--- config.mk ---
export PLATFORM = sky130hd
export DESIGN_NAME = pdua_useq
export DESIGN_NICKNAME = d
export VERILOG_FILES = /design/src/rtl/pdua_useq.sv
export SDC_FILE = /design/constraint.sdc
export NUM_CORES = 1
export LEC_CHECK = 0
export ABC_AREA = 1
export BUFFER_PORTS_ARGS = -buffer_cell sky130_fd_sc_hd__buf_4
export CORE_ASPECT_RATIO = 1.4
export CORE_MARGIN = 3
export CORE_UTILIZATION = 40
export CTS_CLUSTER_SIZE = 30
export DETAILED_ROUTE_END_ITERATION = 10
export PLACE_DENSITY = 0.7
export SETUP_SLACK_MARGIN = 0.5
export SLEW_MARGIN = 20
export SYNTH_ARGS = -nofsm -noshare
export SYNTH_HDL_FRONTEND = slang
export SYNTH_SLANG_ARGS = --single-unit
export TNS_END_PERCENT = 5
--- constraint.sdc ---
create_clock -name clk -period 2.19 [get_ports clk]
set_input_delay 0.1095 -clock clk [delete_from_list [all_inputs] [get_ports clk]]
set_output_delay 0.1095 -clock clk [all_outputs]
set_load 0.05 [all_outputs]
--- src/rtl/pdua_useq.sv ---
// ---------------------------------------------------------------------------
// pdua_useq -- microprogram sequencer
//
// Sits directly behind the instruction register. It builds the control-ROM
// address as {bank, opcode field, step}. It runs the fetch, execute and
// interrupt-entry micro-routines. Conditional micro-jumps are resolved
// against the ALU flags.
//
// Ports:
//   clk        system clock
//   rst        synchronous reset, active-high (has priority over hold)
//   opcode     opcode from IR, valid from the cycle after ir_ena
//   hold       wait state: state/step/uerr frozen, strobes forced low
//   flag_z/n/c/p  ALU zero / negative / carry / overflow flags
//   int_req    interrupt request (level)
//   int_en     interrupt enable from the status register
//   u_end      ROM field: last micro-step of this instruction
//   u_cond     ROM field: jump condition select
//   u_jstep    ROM field: jump target step within the current routine
//   uaddr      microprogram ROM address
//   ir_ena     IR load enable
//   ir_sclr    IR synchronous clear
//   int_ack    interrupt acknowledge pulse
//   uerr       sticky illegal-sequence flag (step overflow in EXEC)
// ---------------------------------------------------------------------------
module pdua_useq #(
    parameter int OPC_W     = 5,
    parameter int STEP_W    = 3,
    parameter int FETCH_LEN = 3,
    parameter int INT_LEN   = 4
) (
    input  logic                      clk,
    input  logic                      rst,
    input  logic [OPC_W-1:0]          opcode,
    input  logic                      hold,
    input  logic                      flag_z,
    input  logic                      flag_n,
    input  logic                      flag_c,
    input  logic                      flag_p,
    input  logic                      int_req,
    input  logic                      int_en,
    input  logic                      u_end,
    input  logic [2:0]                u_cond,
    input  logic [STEP_W-1:0]         u_jstep,
    output logic [OPC_W+STEP_W:0]     uaddr,
    output logic                      ir_ena,
    output logic                      ir_sclr,
    output logic                      int_ack,
    output logic                      uerr
);

    localparam logic [STEP_W-1:0] FETCH_LAST = STEP_W'(FETCH_LEN - 1);
    localparam logic [STEP_W-1:0] INT_LAST   = STEP_W'(INT_LEN - 1);
    localparam logic [STEP_W-1:0] STEP_LAST  = {STEP_W{1'b1}};
    localparam logic [STEP_W-1:0] STEP_ONE   = STEP_W'(1);

    typedef enum logic [1:0] {
        S_CLR   = 2'd0,
        S_FETCH = 2'd1,
        S_EXEC  = 2'd2,
        S_INTR  = 2'd3
    } state_t;

    state_t              state_reg, state_next;
    logic [STEP_W-1:0]   step_reg,  step_next;
    logic                uerr_reg,  uerr_next;

    // -----------------------------------------------------------------------
    // Jump condition decode. Each u_cond code selects one term of cond_vec.
    // Codes 0 and 7 (reserved) never jump, 6 always jumps.
    // -----------------------------------------------------------------------
    logic [7:0] cond_vec;
    logic [7:0] cond_hit;
    logic       cond_true;

    assign cond_vec = {1'b0, 1'b1, flag_p, flag_c, flag_n, ~flag_z, flag_z, 1'b0};

    generate
        for (genvar gi = 0; gi < 8; gi++) begin : g_cond
            assign cond_hit[gi] = cond_vec[gi] & (u_cond == 3'(gi));
        end
    endgenerate

    assign cond_true = |cond_hit;

    // -----------------------------------------------------------------------
    // Next-state logic. While hold is high every register keeps its value.
    // -----------------------------------------------------------------------
    always_comb begin
        state_next = state_reg;
        step_next  = step_reg;
        uerr_next  = uerr_reg;
        if (!hold) begin
            case (state_reg)
                S_CLR: begin
                    state_next = S_FETCH;
                    step_next  = '0;
                end
                S_FETCH: begin
                    // ROM fields are don't-care during fetch.
                    if (step_reg == FETCH_LAST) begin
                        state_next = S_EXEC;
                        step_next  = '0;
                    end else begin
                        step_next  = step_reg + STEP_ONE;
                    end
                end
                S_EXEC: begin
                    if (u_end) begin
                        // Instruction boundary: the only point where an
                        // interrupt can be taken.
                        step_next  = '0;
                        state_next = (int_req && int_en) ? S_INTR : S_FETCH;
                    end else if (cond_true) begin
                        step_next  = u_jstep;
                    end else if (step_reg == STEP_LAST) begin
                        // Routine ran off its end without u_end: flag it and
                        // recover by fetching the next instruction.
                        uerr_next  = 1'b1;
                        step_next  = '0;
                        state_next = S_FETCH;
                    end else begin
                        step_next  = step_reg + STEP_ONE;
                    end
                end
                S_INTR: begin
                    // int_req is deliberately not looked at here.
                    if (step_reg == INT_LAST) begin
                        state_next = S_FETCH;
                        step_next  = '0;
                    end else begin
                        step_next  = step_reg + STEP_ONE;
                    end
                end
                default: begin
                    state_next = S_CLR;
                    step_next  = '0;
                end
            endcase
        end
    end

    always_ff @(posedge clk) begin
        if (rst) begin
            state_reg <= S_CLR;
            step_reg  <= '0;
            uerr_reg  <= 1'b0;
        end else begin
            state_reg <= state_next;
            step_reg  <= step_next;
            uerr_reg  <= uerr_next;
        end
    end

    // -----------------------------------------------------------------------
    // Outputs: combinational from registered state/step (plus opcode in
    // EXEC). Strobes are suppressed during hold; uaddr is not, since the
    // frozen state already keeps it stable.
    // -----------------------------------------------------------------------
    always_comb begin
        uaddr   = '0;
        ir_ena  = 1'b0;
        ir_sclr = 1'b0;
        int_ack = 1'b0;
        case (state_reg)
            S_CLR: begin
                uaddr   = '0;
                ir_ena  = ~hold;
                ir_sclr = ~hold;
            end
            S_FETCH: begin
                uaddr  = {1'b1, {OPC_W{1'b0}}, step_reg};
                ir_ena = ~hold & (step_reg == FETCH_LAST);
            end
            S_EXEC: begin
                uaddr  = {1'b0, opcode, step_reg};
            end
            S_INTR: begin
                uaddr   = {1'b1, OPC_W'(1), step_reg};
                int_ack = ~hold & (step_reg == '0);
            end
            default: begin
                uaddr = '0;
            end
        endcase
    end

    assign uerr = uerr_reg;

endmodule

# After elaboration in Yosys (flattened, before gate mapping)
# Cells that the tools add are included.
# word_totals
input_bits,21
output_inout_bits,13
elab_cells,54
reg_bits,6
# classes
n_reduce_logical,6
muxes,17
bitwise_logic,11
eq_ne,16
add_sub_neg,1
# op_table
cell,count
$pmux W9 S4,1
$mux W3,5
$eq A3 B2 Y1 const B,4
$eq A3 B3 Y1 const B,4
$mux W2,6
$pmux W3 S4,1
$reduce_and A5 Y1,2
$pmux W2 S4,1
$and A1 B1 Y1,7
$ne A3 B3 Y1 const B,2
$reduce_or A6 Y1,1
$eq A2 B2 Y1 const B,2
$ne A2 B2 Y1 const B,2
$not A1 Y1,4
$add A3 B1 Y3 const B,1
$eq A3 B1 Y1 const B,1
$logic_not A3 Y1,1
$eq A2 B1 Y1 const B,1
$logic_not A2 Y1,1
$mux W1,2
$pmux W1 S2,1
$logic_and A1 B1 Y1,1

# Longest topological paths before layout
# logic_depth
depth_word,6
mapped_depth,12
depth_no_buf,12

# Worst setup path before layout
# No wires, ideal clock.
# synth_timing
kind,reg-to-output
start,reg state_reg[0]
end,out uaddr[0]
n_path_buf,1
path_slack_ps,154
path_stages_with_launch,5
arrival_ps,1927
required_time_ps,2081
cell_sequence,dfxtp_1 > inv_1 > ha_1 > clkbuf_1 > nor3_1
# synth_between
elab_chain_len,2
elab_cells_between_ends,5
cone_classes,3 x eq/ne; 1 x mux; 1 x reduce/logical
# synth_rtl
item,line,text
from (decl),64,"state_t state_reg, state_next;"
from (signal assigned),149,state_reg <= state_next;
$eq A2 B2 Y1 (tied with other cells),165,case (state_reg)
$pmux W9 S4 (*),165,
to (decl),45,"output logic [OPC_W+STEP_W:0] uaddr,"
# Mark *: on every way between the ends. The rest lies on a longest branch, timed or not.

# Worst setup path after layout
# layout_timing
start,reg state_reg[0]
end,out ir_ena
# layout_between
elab_chain_len,2
elab_cells_between_ends,3
cone_classes,1 x eq/ne; 1 x mux; 1 x reduce/logical
# layout_rtl
item,line,text
$eq A2 B1 Y1 / $logic_not A2 Y1 (equally long branches),165,
$pmux W1 S2 (*),165,
to (decl),46,"output logic ir_ena,"
# Marks and branches as above.

==> flow_summary.json <==
{
  "drive_gt1_share_pct": 36.49,
  "hpwl_um": 1593,
  "dr.pass1.iters": 4,
  "fin_area_um2": 1071,
  "startpoint_type": "register",
  "routed.top_layer": "met4",
  "power_density_nw_per_um2": 433.5,
  "arrival_ns": 1.51,
  "crit_type": "register to output port",
  "period_minus_slack_ns": 1.621,
  "cts_tree": "built",
  "synth_fp_nets": 149,
  "cts_buffers": 3,
  "slew_headroom_pct": 80.90,
  "wl_per_cell_um": 11.65,
  "vdd_drop_max_mv": 0.2705,
  "antenna_found_initial": 0,
  "finalSetupTns_ns": 0,
  "h-tree-depth": 1,
  "largest_reg_flops": 3,
  "r2r_cells": 7,
  "leakage_nw": 0.5154,
  "crit_start": "state_reg[0]",
  "synth_cell_types": 25,
  "start_util_pct": 44.72,
  "finalPower_mw": 0.4643,
  "slew_violations": 0,
  "hold_buffers": 0,
  "ios": 34,
  "synthToLayoutAreaGrowth_pct": 44.35,
  "swShare_pct": 40.56,
  "hold_start": "rst",
  "drc": 0,
  "skew_ns": 0.001553,
  "min_to": "uerr",
  "maxCapViolCount": 0,
  "worst-endpoint-required_ns": 2.08,
  "setup_violations": 0,
  "outcome": "complete, no violations",
  "die_w_um": 42.40,
  "worstHoldPathCells": 2,
  "clockBufferDepth": 2,
  "grt_max_degree": 11,
  "grt_use_total_pct": 16.83,
  "async_reset_ff_share_pct": 0,
  "yosysWarnings": 0,
  "path_max_fanout": 4,
  "wl_met2_um": 1059,
  "postPlaceCellArea_um2": 997.2,
  "syn-cell-area_um2": 742.0,
  "synth_seq_cells": 6,
  "p_comb_share_pct": 52.8,
  "synth.most_common_cell": "nand2_1",
  "synth_edf_count": 0,
  "grt_pass1_vias": 800,
  "avgSynthCellArea_um2": 6.452,
  "seqPwrFrac_pct": 27.0,
  "reg2reg_to": "state_reg[1]",
  "power.switching_mw": 0.1883,
  "grt_setup_unrepaired": "yes",
  "dieArea_um2": 2415,
  "vias": 825,
  "cts.clk_slew.worst_paths_ns": 0.04,
  "ys.flop_type": "dfxtp_1",
  "synth_top_cell_area_share_pct": 21.92,
  "worst_pin_slew_ns": 0.2854,
  "reg2reg_slack_ns": 0.66,
  "gp_congestion": 0.8132,
  "period_share_pct": 74.03,
  "n_antenna_cell": 0,
  "io_buffers": 33,
  "row_count": 17,
  "fmax_ghz": 0.6168,
  "core_area_um2": 1659,
  "postRouteWirelength_um": 1946,
  "p_int_mw": 0.2760,
  "hold_path.class": "input port to register",
  "synth.area.top_cells": "ha_1 22%, dfxtp_1 16%, nand2_1 13%, inv_1 8.1%, nor2_1 6.6%",
  "gr-total-overflow": 0,
  "wl_met3_um": 115,
  "cts_sinks": 6,
  "root_buffer": "clkbuf_4",
  "grt_pass1_wl_um": 3270,
  "synth_common_cells": "26 x nand2_1, 16 x inv_1, 13 x ha_1, 13 x nor2_1",
  "final_nets": 184,
  "synth_area_leader_cell": "ha_1",
  "r2r-start": "state_reg[0]",
  "drtIter0Drc": 13,
  "wirelength_met1_um": 760,
  "hold_viol_final": 0,
  "syn_inst": 115,
  "clk_latency_ns": 0.23,
  "drtAntennaViolNets": 0,
  "post-cts-setup-buffers": 0,
  "viasPerCell": 4.940,
  "critPathCaptureType": "output port",
  "die-height_um": 56.96,
  "yosysSeqAreaShare_pct": 16.19,
  "power.clock.fraction_pct": 20.3
}
-- metrics by stage --
stage	hold slack [ns]	cells	util (%)	worst slack (ns)
3_3_place_gp	0.3185	164	60.11	0.6385
3_5_place_dp	0.3210	164	60.11	0.6054
6_report	0.07681	167	64.56	0.5686
2_1_floorplan	0.1786	115	-	0.1535
4_1_cts	0.06844	167	61.92	0.5383
5_1_grt	0.08016	167	64.56	0.4760
-- worst max-delay path by stage --
stage          slack (ns)  cells past startpoint       end
3_5_place_dp         0.61                      5  uaddr[1]
3_3_place_gp         0.64                      5  uaddr[1]
2_1_floorplan        0.15                      4  uaddr[0]
5_1_grt              0.48                      6    ir_ena
4_1_cts              0.54                      4  uaddr[1]
6_report             0.57                      6    ir_ena
-- metal layers --
| metal | vias to the layer above | GRT usage, % |
|---|---|---|
| li1 | 429 | - |
| met1 | 367 | 17.02 |
| met2 | 27 | 33.99 |
| met3 | 2 | 2.208 |
| met4 | 0 | 5.333 |
| met5 | - | 0 |
-- cells in the final DEF, fill, tap and decap left out, types with 2 or more instances in the layout --
cell type  instances
buf_4             33
nand2_1           26
inv_1             14
nor2_1            13
ha_1               9
a21oi_1            6
nand3_1            6
dfxtp_1            6
nand2_2            5
inv_2              4
nor3_1             4
ha_4               3
clkbuf_4           3
nand4_1            2
a211oi_1           2
-- final cells by class --
type,count,area (µm²)
clock buffers,3,22.52
fillers,162,588.1
inverters,18,67.56
multi-input cells,88,589.3
flip-flops and latches,6,120.1
well taps,19,23.77
repair buffers,33,247.7
-- cells by family after synthesis --
kind of cell / Yosys count / share of synthesized area [%]
buffers and inverters: 21 / 11.30
DFF: 6 / 16.19
and+or+nand+nor: 61 / 37.94
AOI/OAI and AO/OA: 14 / 12.65
adders and majority gates: 13 / 21.92
-- power by group through the flow --
stage / registers (mW) / logic, mW / clock network (mW)
2_1_floorplan: 0.122 / 0.150 / 0
3_3_place_gp: 0.124 / 0.219 / 0
3_5_place_dp: 0.124 / 0.220 / 0
4_1_cts: 0.122 / 0.224 / 0.100
5_1_grt: 0.126 / 0.270 / 0.110
6_report: 0.125 / 0.245 / 0.0941
-- repair_timing --
action	in CTS	in global routing
gates resized for setup	2	9
endpoints found under the setup margin	3	5
pin swaps	1	0
-- critical path: stages (launching register included) --
cell and delay (ns):
dfxtp_1 0.43, inv_2 0.12, ha_1 0.22, inv_1 0.05
nor2_1 0.05, a31o_2 0.21, buf_4 0.18
No activity file was read; power rests on OpenSTA's default activity.
